**config.mk**
```make
export PLATFORM = sky130hd
export DESIGN_NAME = fetch_unit_flat
export DESIGN_NICKNAME = d
export VERILOG_FILES = /design/src/rtl/cpu_pkg.sv /design/src/rtl/fetch_unit_if.sv /design/src/rtl/fetch_pc.sv /design/src/rtl/fetch_unit.sv /design/src/flat_wrapper.sv
export SDC_FILE = /design/constraint.sdc
export NUM_CORES = 1
export LEC_CHECK = 0
export CAP_MARGIN = 15
export CORE_MARGIN = 3
export CORE_UTILIZATION = 45
export DETAILED_ROUTE_END_ITERATION = 10
export HOLD_SLACK_MARGIN = 0.15
export PLACE_DENSITY = 0.75
export SYNTH_ARGS = -nofsm -noshare
export SYNTH_HDL_FRONTEND = slang
export SYNTH_HIERARCHICAL = 1
export SYNTH_SLANG_ARGS = --single-unit
```
**constraint.sdc**
```tcl
create_clock -name clk -period 1.9 [get_ports clk]
set_input_delay 0.285 -clock clk [delete_from_list [all_inputs] [get_ports clk]]
set_output_delay 0.285 -clock clk [all_outputs]
set_load 0.01 [all_outputs]
```
**src/rtl/cpu_pkg.sv**
```systemverilog
// Shared definitions for the 8-bit teaching CPU: opcodes, data width and fetch FSM states.
package cpu_pkg;

  localparam int unsigned DATA_W = 8;

  localparam logic [DATA_W-1:0] OP_NOP   = 8'h00;
  localparam logic [DATA_W-1:0] OP_LOAD3 = 8'h01;
  localparam logic [DATA_W-1:0] OP_ADD9  = 8'h02;
  localparam logic [DATA_W-1:0] OP_HALT  = 8'hFF;

  typedef enum logic [2:0] {
    StIdle,
    StReq,
    StWait,
    StIssue,
    StHalt
  } fetch_state_e;

endpackage

```
**src/rtl/fetch_unit_if.sv**
```systemverilog
// Program-memory read port plus the instruction handshake towards decode.
interface fetch_unit_if #(
  parameter int unsigned ADDR_W = 4
);
  import cpu_pkg::*;

  logic              mem_rd_en;
  logic [ADDR_W-1:0] mem_addr;
  logic [DATA_W-1:0] mem_rdata;
  logic [DATA_W-1:0] ir;
  logic              ir_valid;
  logic              ir_ready;

  modport master (
    output mem_rd_en,
    output mem_addr,
    output ir,
    output ir_valid,
    input  mem_rdata,
    input  ir_ready
  );

  modport slave (
    input  mem_rd_en,
    input  mem_addr,
    input  ir,
    input  ir_valid,
    output mem_rdata,
    output ir_ready
  );

endinterface

```
**src/rtl/fetch_pc.sv**
```systemverilog
// Program counter: synchronous clear, increment enable, silent wrap on overflow.
module fetch_pc #(
  parameter int unsigned ADDR_W = 4
) (
  input  logic              clk,
  input  logic              rst_n,
  input  logic              clr_i,
  input  logic              inc_i,
  output logic [ADDR_W-1:0] pc_o
);

  logic [ADDR_W-1:0] pc_d, pc_q;

  always_comb begin
    pc_d = pc_q;
    if (clr_i) begin
      pc_d = '0;
    end else if (inc_i) begin
      pc_d = pc_q + ADDR_W'(1);
    end
  end

  always_ff @(posedge clk) begin
    if (!rst_n) begin
      pc_q <= '0;
    end else begin
      pc_q <= pc_d;
    end
  end

  assign pc_o = pc_q;

endmodule

```
**src/rtl/fetch_unit.sv**
```systemverilog
// Fetch/issue stage: reads opcodes, holds them in ir and hands them to decode via valid/ready.
module fetch_unit
  import cpu_pkg::*;
#(
  parameter int unsigned ADDR_W = 4
) (
  input  logic                clk,
  input  logic                rst_n,
  input  logic                start,
  fetch_unit_if.master        bus,
  output logic [ADDR_W-1:0]   pc,
  output logic                halted,
  output logic [DATA_W-1:0]   issue_cnt
);

  fetch_state_e      state_d, state_q;
  logic [DATA_W-1:0] ir_d, ir_q;
  logic [DATA_W-1:0] cnt_d, cnt_q;

  logic start_ok;
  logic is_halt;
  logic accept;

  // start only counts when the stage is not busy fetching
  assign start_ok = start && ((state_q == StIdle) || (state_q == StHalt));
  assign is_halt  = (bus.mem_rdata == OP_HALT);
  assign accept   = (state_q == StIssue) && bus.ir_ready;

  fetch_pc #(
    .ADDR_W (ADDR_W)
  ) u_pc (
    .clk   (clk),
    .rst_n (rst_n),
    .clr_i (start_ok),
    .inc_i ((state_q == StWait) && !is_halt),
    .pc_o  (pc)
  );

  always_ff @(posedge clk) begin
    if (!rst_n) begin
      state_q <= StIdle;
      ir_q    <= OP_NOP;
      cnt_q   <= '0;
    end else begin
      state_q <= state_d;
      ir_q    <= ir_d;
      cnt_q   <= cnt_d;
    end
  end

  always_comb begin
    state_d = state_q;
    unique case (state_q)
      StIdle:  if (start_ok) state_d = StReq;
      StReq:   state_d = StWait;
      StWait:  state_d = is_halt ? StHalt : StIssue;
      StIssue: if (accept) state_d = StReq;
      StHalt:  if (start_ok) state_d = StReq;
      default: state_d = StIdle;
    endcase
  end

  // ir only loads non-HALT opcodes; the count saturates rather than wrapping
  always_comb begin
    ir_d  = ir_q;
    cnt_d = cnt_q;
    if ((state_q == StWait) && !is_halt) begin
      ir_d = bus.mem_rdata;
    end
    if (start_ok) begin
      cnt_d = '0;
    end else if (accept && (cnt_q != '1)) begin
      cnt_d = cnt_q + 8'd1;
    end
  end

  always_comb begin
    bus.mem_rd_en = (state_q == StReq);
    bus.mem_addr  = (state_q == StReq) ? pc : '0;
    bus.ir        = ir_q;
    bus.ir_valid  = (state_q == StIssue);
    halted        = (state_q == StHalt);
    issue_cnt     = cnt_q;
  end

endmodule
```
**src/flat_wrapper.sv**
```systemverilog
// flat-port wrapper written by rule: the top's interface ports become plain ports
module fetch_unit_flat import cpu_pkg::*;
#(
  parameter int unsigned ADDR_W = 4
)
  (clk, rst_n, start, pc, halted, issue_cnt, bus_mem_rd_en, bus_mem_addr, bus_ir, bus_ir_valid, bus_mem_rdata, bus_ir_ready);
  fetch_unit_if #(.ADDR_W(ADDR_W)) bus_i ();
  input  logic clk;
  input  logic rst_n;
  input  logic start;
  output logic [ADDR_W-1:0] pc;
  output logic halted;
  output logic [DATA_W-1:0] issue_cnt;
  output wire logic [$bits(bus_i.mem_rd_en)-1:0] bus_mem_rd_en;
  output wire logic [$bits(bus_i.mem_addr)-1:0] bus_mem_addr;
  output wire logic [$bits(bus_i.ir)-1:0] bus_ir;
  output wire logic [$bits(bus_i.ir_valid)-1:0] bus_ir_valid;
  input wire logic [$bits(bus_i.mem_rdata)-1:0] bus_mem_rdata;
  input wire logic [$bits(bus_i.ir_ready)-1:0] bus_ir_ready;
  assign bus_mem_rd_en = bus_i.mem_rd_en;
  assign bus_mem_addr = bus_i.mem_addr;
  assign bus_ir = bus_i.ir;
  assign bus_ir_valid = bus_i.ir_valid;
  assign bus_i.mem_rdata = bus_mem_rdata;
  assign bus_i.ir_ready = bus_ir_ready;
  fetch_unit #(.ADDR_W(ADDR_W)) u_core (.clk(clk), .rst_n(rst_n), .start(start), .bus(bus_i), .pc(pc), .halted(halted), .issue_cnt(issue_cnt));
endmodule
```
==> key figures, run 1 <==
Outcome
  • Outcome: completed

Timing
  • Smallest hold slack: 0.454 ns
  • Worst Tran Pin Value: 0.355 ns
  • Final Slew Violations: 0
  • F_max: 557 MHz
  • Post-Route Setup TNS: 0 ns
  • Setup violations, final: 0
  • Clk_skew: 0.000820 ns
  • Min Clock Period, post-route: 1.80 ns
  • Final period util: 0.945
  • Final Hold Fails: 0
  • Worst slew margin: 0.758
  • RSZ-0062 raised after global routing: no

Critical path
  • Critical path class: register to primary output
  • Worst R2R Path Depth: 6
  • Beginning of the critical path: u_core/state_q[1]
  • Slowest stage cell on the critical path: clkdlybuf4s50_1
  • Worst-path cell chain: nand2b_1, nor2_1, clkdlybuf4s50_1
  • Reg2reg setup slack: 0.25 ns
  • CP top delay family: buffers and inverters
  • Crit-path max FO: 9
  • Slowest stage delay, CP: 0.54 ns
  • CP required: 1.62 ns
  • Crit path launch type: register
  • Crit path DAT: 1.51 ns
  • Worst Path Buf+Inv: 1
  • Endpoint type of the worst setup path: primary output
  • Worst R2R Start: u_core/state_q[0]
  • RR Endpoint: u_core/u_pc/pc_o[3]

Final layout
  • Area growth from synthesis to layout: 36.8%
  • Final net count: 191
  • Ratio of cells with drive above 1 in the final layout: 0.0625
  • Ant diodes: 0
  • Filler Cell Count: 199

Die
  • Die H: 57.3 um
  • Initial core utilization: 0.505
  • Die width: 57.3 um
  • # IOs: 39
  • Rows: 17
  • Core area: 0.00234 sq mm
  • Die ar.: 0.00328 sq mm

Min path
  • Hold WC Path Type: register to register
  • Worst Hold Depth: 2
  • Hold wc startpoint: u_core/bus.ir[1]
  • Worst hold endpoint: u_core/bus.ir[1]

Drt
  • Detail Route Antenna Nets: 0
  • DRT Pass-1 Iters: 4
  • Routed via count: 1107
  • DR vias/cell: 5.43
  • Residual DRC: 0
  • Wire per inst: 14.1 um
  • Initial DRC Count: 35
  • Final wirelength: 2.87 mm

Global route
  • Gr ovfl total: 0
  • Gr usage total: 0.182
  • Antenna violations before repair: 0
  • First-pass GRT wire length: 4.76 mm
  • Pin count of the biggest net entering global routing: 15
  • Number of global-route vias before repair: 1059

Synth
  • Syn Nets: 151
  • Mapped cell area: 0.00118 sq mm
  • Netlist cell types: 39
  • Cell count after synthesis: 137
  • Yosys warns: 6
  • Syn_area_per_cell: 8.63 sq um
  • Yosys reg bits: 23
  • Sequential area share after synthesis: 0.389

Clock tree
  • Longest Clk Path Bufs: 2
  • Setup fix buffers added after clock tree synthesis: 0
  • CTS resizes: 6
  • CTS tree: done
  • H-tree lvl count: 1
  • Clock root buffer: clkbuf_4
  • Hold_buf cts: 0
  • Clock Sinks: 23
  • Inserted Clock Buffers: 3
  • Clk_lat worst skew: 0.31 ns
  • Reg clk slew, reported paths: 0.12 ns

Place
  • PortBufs: 38
  • Routability cong.: 0.801
  • HPWL Detailed: 2.21 mm

Job
  • Max_cap viols: 0

Power
  • Worst ir drop on vdd: 0.516 mV
  • Pwr Density: 568 mW/mm^2
  • Leak Pwr: 0.670 nW
metrics by stage:
step	setup WS [ns]	utilization	cells	total power (W)	cell area [sq um]
after global routing	0.0412	0.691	204	0.000964	1620
final	0.104	0.691	204	0.000918	1620
after floorplan	0.303	-	137	0.000624	1180
after CTS	0.0214	0.687	204	0.000925	1610
after detailed placement	0.179	0.676	200	0.000699	1580
after global placement	0.212	0.676	200	0.000696	1580
power breakdown:
group / switching [W] / total (W) / internal (W) / leakage [nW]
logic: 0.0000849 / 0.000175 / 0.0000898 / 0.467
clock network: 0.000145 / 0.000227 / 0.0000819 / 0.0150
registers: 0.0000157 / 0.000517 / 0.000501 / 0.187
cell usage in the layout, fill, tap and decap left out, types with 2 or more instances in the layout:
master           count
a211oi_1             2
a21oi_1              7
a311oi_1             2
and2_1               4
and3_1               2
and4_1               2
buf_4                4
clkbuf_4             3
clkdlybuf4s50_1     32
dfxtp_1             21
dfxtp_2              2
dlygate4sd2_1        4
dlymetal6s2s_1       2
ha_1                 2
inv_1                9
mux2i_1             11
nand2_1             14
nand2b_1             4
nand3_1              7
nand3b_1             4
nand4_1              4
nor2_1               8
nor3_1               2
nor4_1               2
o21ai_0              2
or3b_1               3
worst max-delay path by stage:
stage	depth (start not counted)	end	slack, ns
final	3	halted	0.10
after global routing	3	halted	0.04
after CTS	3	bus_mem_rd_en	0.02
after detailed placement	4	u_core/issue_cnt[3]	0.18
after global placement	4	u_core/issue_cnt[3]	0.21
after floorplan	7	u_core/u_pc/pc_o[3]	0.30
tightest hold or removal path, stage by stage (launching register included):
cell     delay, ns
dfxtp_1       0.33
inv_1         0.05
a21oi_1       0.05
cells by family after synthesis:
logic type | count (synthesis) | synth area share
compound gates | 22 | 0.130
xor+xnor | 1 | 0.00741
fa+ha+maj | 2 | 0.0212
buf+inv | 16 | 0.0677
flops | 23 | 0.389
mux | 11 | 0.0931
simple gates | 62 | 0.291
synth_stat cells:
| master | instances | area [sq um] |
|---|---|---|
| dfxtp_1 | 23 | 460 |
| nand2_1 | 14 | 52.6 |
| mux2i_1 | 11 | 110 |
| inv_1 | 9 | 33.8 |
| nor2_1 | 9 | 33.8 |
| a21oi_1 | 7 | 35.0 |
| nand3_1 | 7 | 35.0 |
| and2_1 | 4 | 25.0 |
| nand2b_1 | 4 | 25.0 |
| nand3b_1 | 4 | 30.0 |
| nand4_1 | 4 | 25.0 |
| clkbuf_1 | 3 | 11.3 |
| or3b_1 | 3 | 26.3 |
| a211oi_1 | 2 | 15.0 |
| a311oi_1 | 2 | 17.5 |
| and3_1 | 2 | 12.5 |
| and4_1 | 2 | 17.5 |
| buf_6 | 2 | 22.5 |
| ha_1 | 2 | 25.0 |
| nor3_1 | 2 | 10.0 |
| nor4_1 | 2 | 12.5 |
| o21ai_0 | 2 | 10.0 |
| a2111oi_0 | 1 | 8.76 |
| a21bo_2 | 1 | 10.0 |
| a21o_1 | 1 | 7.51 |
| a221oi_1 | 1 | 8.76 |
| a31oi_1 | 1 | 6.26 |
| a41oi_1 | 1 | 8.76 |
| and4b_1 | 1 | 10.0 |
| buf_2 | 1 | 5.00 |
| buf_4 | 1 | 7.51 |
| nand4b_1 | 1 | 8.76 |
| nor2b_1 | 1 | 6.26 |
| o21bai_1 | 1 | 7.51 |
| o31a_1 | 1 | 8.76 |
| o32a_1 | 1 | 10.0 |
| or2b_1 | 1 | 7.51 |
| or3_1 | 1 | 6.26 |
| xnor2_1 | 1 | 8.76 |
sequential cells by signal, summed over array words and instances (netlist names):
| signal | count |
|---|---|
| u_core/bus.ir | 8 |
| u_core/state_q | 3 |
| u_core/issue_cnt | 8 |
| u_core/u_pc/pc_o | 4 |
cell type report:
class	count	area (sq um)	area share
inverter	9	33.8	0.0209
timing repair buffer	42	410	0.254
tap	28	35.0	0.0217
multi-input combinational	98	649	0.401
clock buffer	4	26.3	0.0162
sequential	23	463	0.286
layer usage:
layer	up-vias	track usage	routed length, um
met5	-	0	0
met4	0	0.0762	17
met1	503	0.228	1250
li1	568	-	-
met3	2	0.0249	131
met2	34	0.310	1470
Power figures use the tool's default switching activity.
==> inputs of run 2 (changes only) <==
CTS_CLUSTER_DIAMETER = 200   (was not set)
RECOVER_POWER = 25   (was not set)
==> run 2 against run 1 <==
Net effect:
- sequential cell count unchanged
- combinational power decreased by 3%
- core utilization decreased by 0.37 points
==> key figures, run 2 (synthesis results as in run 1) <==
Global route
  • Pin count of the biggest net entering global routing: 15
  • Antenna violations before repair: 0
  • Gr usage total: 0.182
  • Gr ovfl total: 0
  • First-pass GRT wire length: 4.76 mm
  • Number of global-route vias before repair: 1059

Die
  • Initial core utilization: 0.505
  • Rows: 17
  • Die H: 57.3 um
  • Core area: 0.00234 sq mm
  • Die ar.: 0.00328 sq mm
  • # IOs: 39
  • Die width: 57.3 um

Critical path
  • Crit-path max FO: 9
  • Beginning of the critical path: u_core/state_q[1]
  • CP required: 1.62 ns
  • Endpoint type of the worst setup path: primary output
  • Worst R2R Start: u_core/state_q[0]
  • Crit path DAT: 1.51 ns
  • Crit path launch type: register
  • Critical path class: register to primary output

Drt
  • Routed via count: 1103
  • DRT Pass-1 Iters: 4
  • Wire per inst: 14.0 um
  • Initial DRC Count: 28
  • Detail Route Antenna Nets: 0
  • DR vias/cell: 5.41
  • Final wirelength: 2.86 mm
  • Residual DRC: 0

Clock tree
  • Setup fix buffers added after clock tree synthesis: 0
  • H-tree lvl count: 1
  • Inserted Clock Buffers: 3
  • Longest Clk Path Bufs: 2
  • CTS resizes: 6
  • Clock Sinks: 23
  • Reg clk slew, reported paths: 0.12 ns
  • Clk_lat worst skew: 0.31 ns
  • CTS tree: done
  • Clock root buffer: clkbuf_4
  • Hold_buf cts: 0

Power
  • Sw Ratio: 0.268
  • Int Pwr: 0.000667 W
  • Leak Pwr: 0.659 nW
  • Sw Pwr: 0.000245 W
  • Gate power share: 0.185
  • Final total power: 0.000912 W
  • Sequential power share: 0.566
  • Clock power frac: 0.248
  • Worst ir drop on vdd: 0.516 mV
  • Pwr Density: 567 mW/mm^2

Timing
  • Clk_skew: 0.000817 ns
  • Final period util: 0.947
  • Setup violations, final: 0
  • Post-Route Setup TNS: 0 ns
  • Worst slew margin: 0.757
  • Min Clock Period, post-route: 1.80 ns
  • Final Slew Violations: 0
  • Final Hold Fails: 0
  • RSZ-0062 raised after global routing: no
  • Worst Tran Pin Value: 0.355 ns
  • Smallest hold slack: 0.450 ns
  • F_max: 556 MHz

Final layout
  • Final net count: 191
  • Filler Cell Count: 200
  • Ratio of cells with drive above 1 in the final layout: 0.0568
  • Most frequent cells in the layout: clkdlybuf4s50_1, dfxtp_1, nand2_1
  • Seq. cell area: 463 sq um
  • Util after Layout: 0.688
  • Area growth from synthesis to layout: 36.1%
  • Ant diodes: 0
  • Multi-input logic area: 649 sq um
  • Most common cell after layout, fill and taps aside: clkdlybuf4s50_1

Outcome
  • Outcome: completed

Place
  • HPWL Detailed: 2.21 mm
  • Routability cong.: 0.801
  • PortBufs: 38

Min path
  • Hold wc startpoint: u_core/bus.ir[1]
  • Hold WC Path Type: register to register

Job
  • Max_cap viols: 0
run 2: cell types whose count changed in the layout (fill, tap and decap cells not counted):
cell and delta:
buf_4 -2, clkbuf_1 +1, clkbuf_2 +1, clkdlybuf4s25_1 +1
clkdlybuf4s50_1 -4, dlygate4sd3_1 +4, dlymetal6s2s_1 -1
run 2: power groups by stage:
stage / Clock [W] / Combinational [W] / Sequential (W)
global route: 0.000254 / 0.000184 / 0.000520
finish: 0.000227 / 0.000169 / 0.000517
detailed placement: 0 / 0.000173 / 0.000526
floorplan: 0 / 0.0000965 / 0.000527
global placement: 0 / 0.000171 / 0.000525
CTS: 0.000234 / 0.000175 / 0.000516
run 2: layer usage:
metal,routed length [um],global-route usage,vias to the layer above
li1,-,-,569
met2,1460,0.310,34
met5,0,0,-
met1,1250,0.228,498
met4,17,0.0762,0
met3,131,0.0249,2
run 2: path summary, 6_finish.rpt:
check                        end  slack [ns]  depth (start not counted)
min             u_core/bus.ir[1]        0.45                          2
min reg2reg     u_core/bus.ir[1]        0.45                          2
max                       halted        0.10                          3
max reg2reg  u_core/u_pc/pc_o[3]        0.21                          6
run 2: final cells by class:
cell class | instances | area share
Timing Repair Buffer | 42 | 0.250
Clock buffer | 4 | 0.0163
Sequential cell | 23 | 0.288
Multi-Input combinational cell | 98 | 0.404
Tap cell | 28 | 0.0218
Inverter | 9 | 0.0210
run 2: metrics by stage:
| step | worst slack, ns | cell area (sq um) | instances |
|---|---|---|---|
| 2_1_floorplan | 0.303 | 1180 | 137 |
| 3_3_place_gp | 0.212 | 1580 | 200 |
| 3_5_place_dp | 0.179 | 1580 | 200 |
| 4_1_cts | 0.0214 | 1610 | 204 |
| 5_1_grt | 0.0401 | 1610 | 204 |
| 6_report | 0.101 | 1610 | 204 |
run 2: critical path, cell delays in order, from the launching register on:
cell	delay [ns]
dfxtp_2	0.39
nand2b_1	0.18
nor2_1	0.09
clkdlybuf4s50_1	0.54
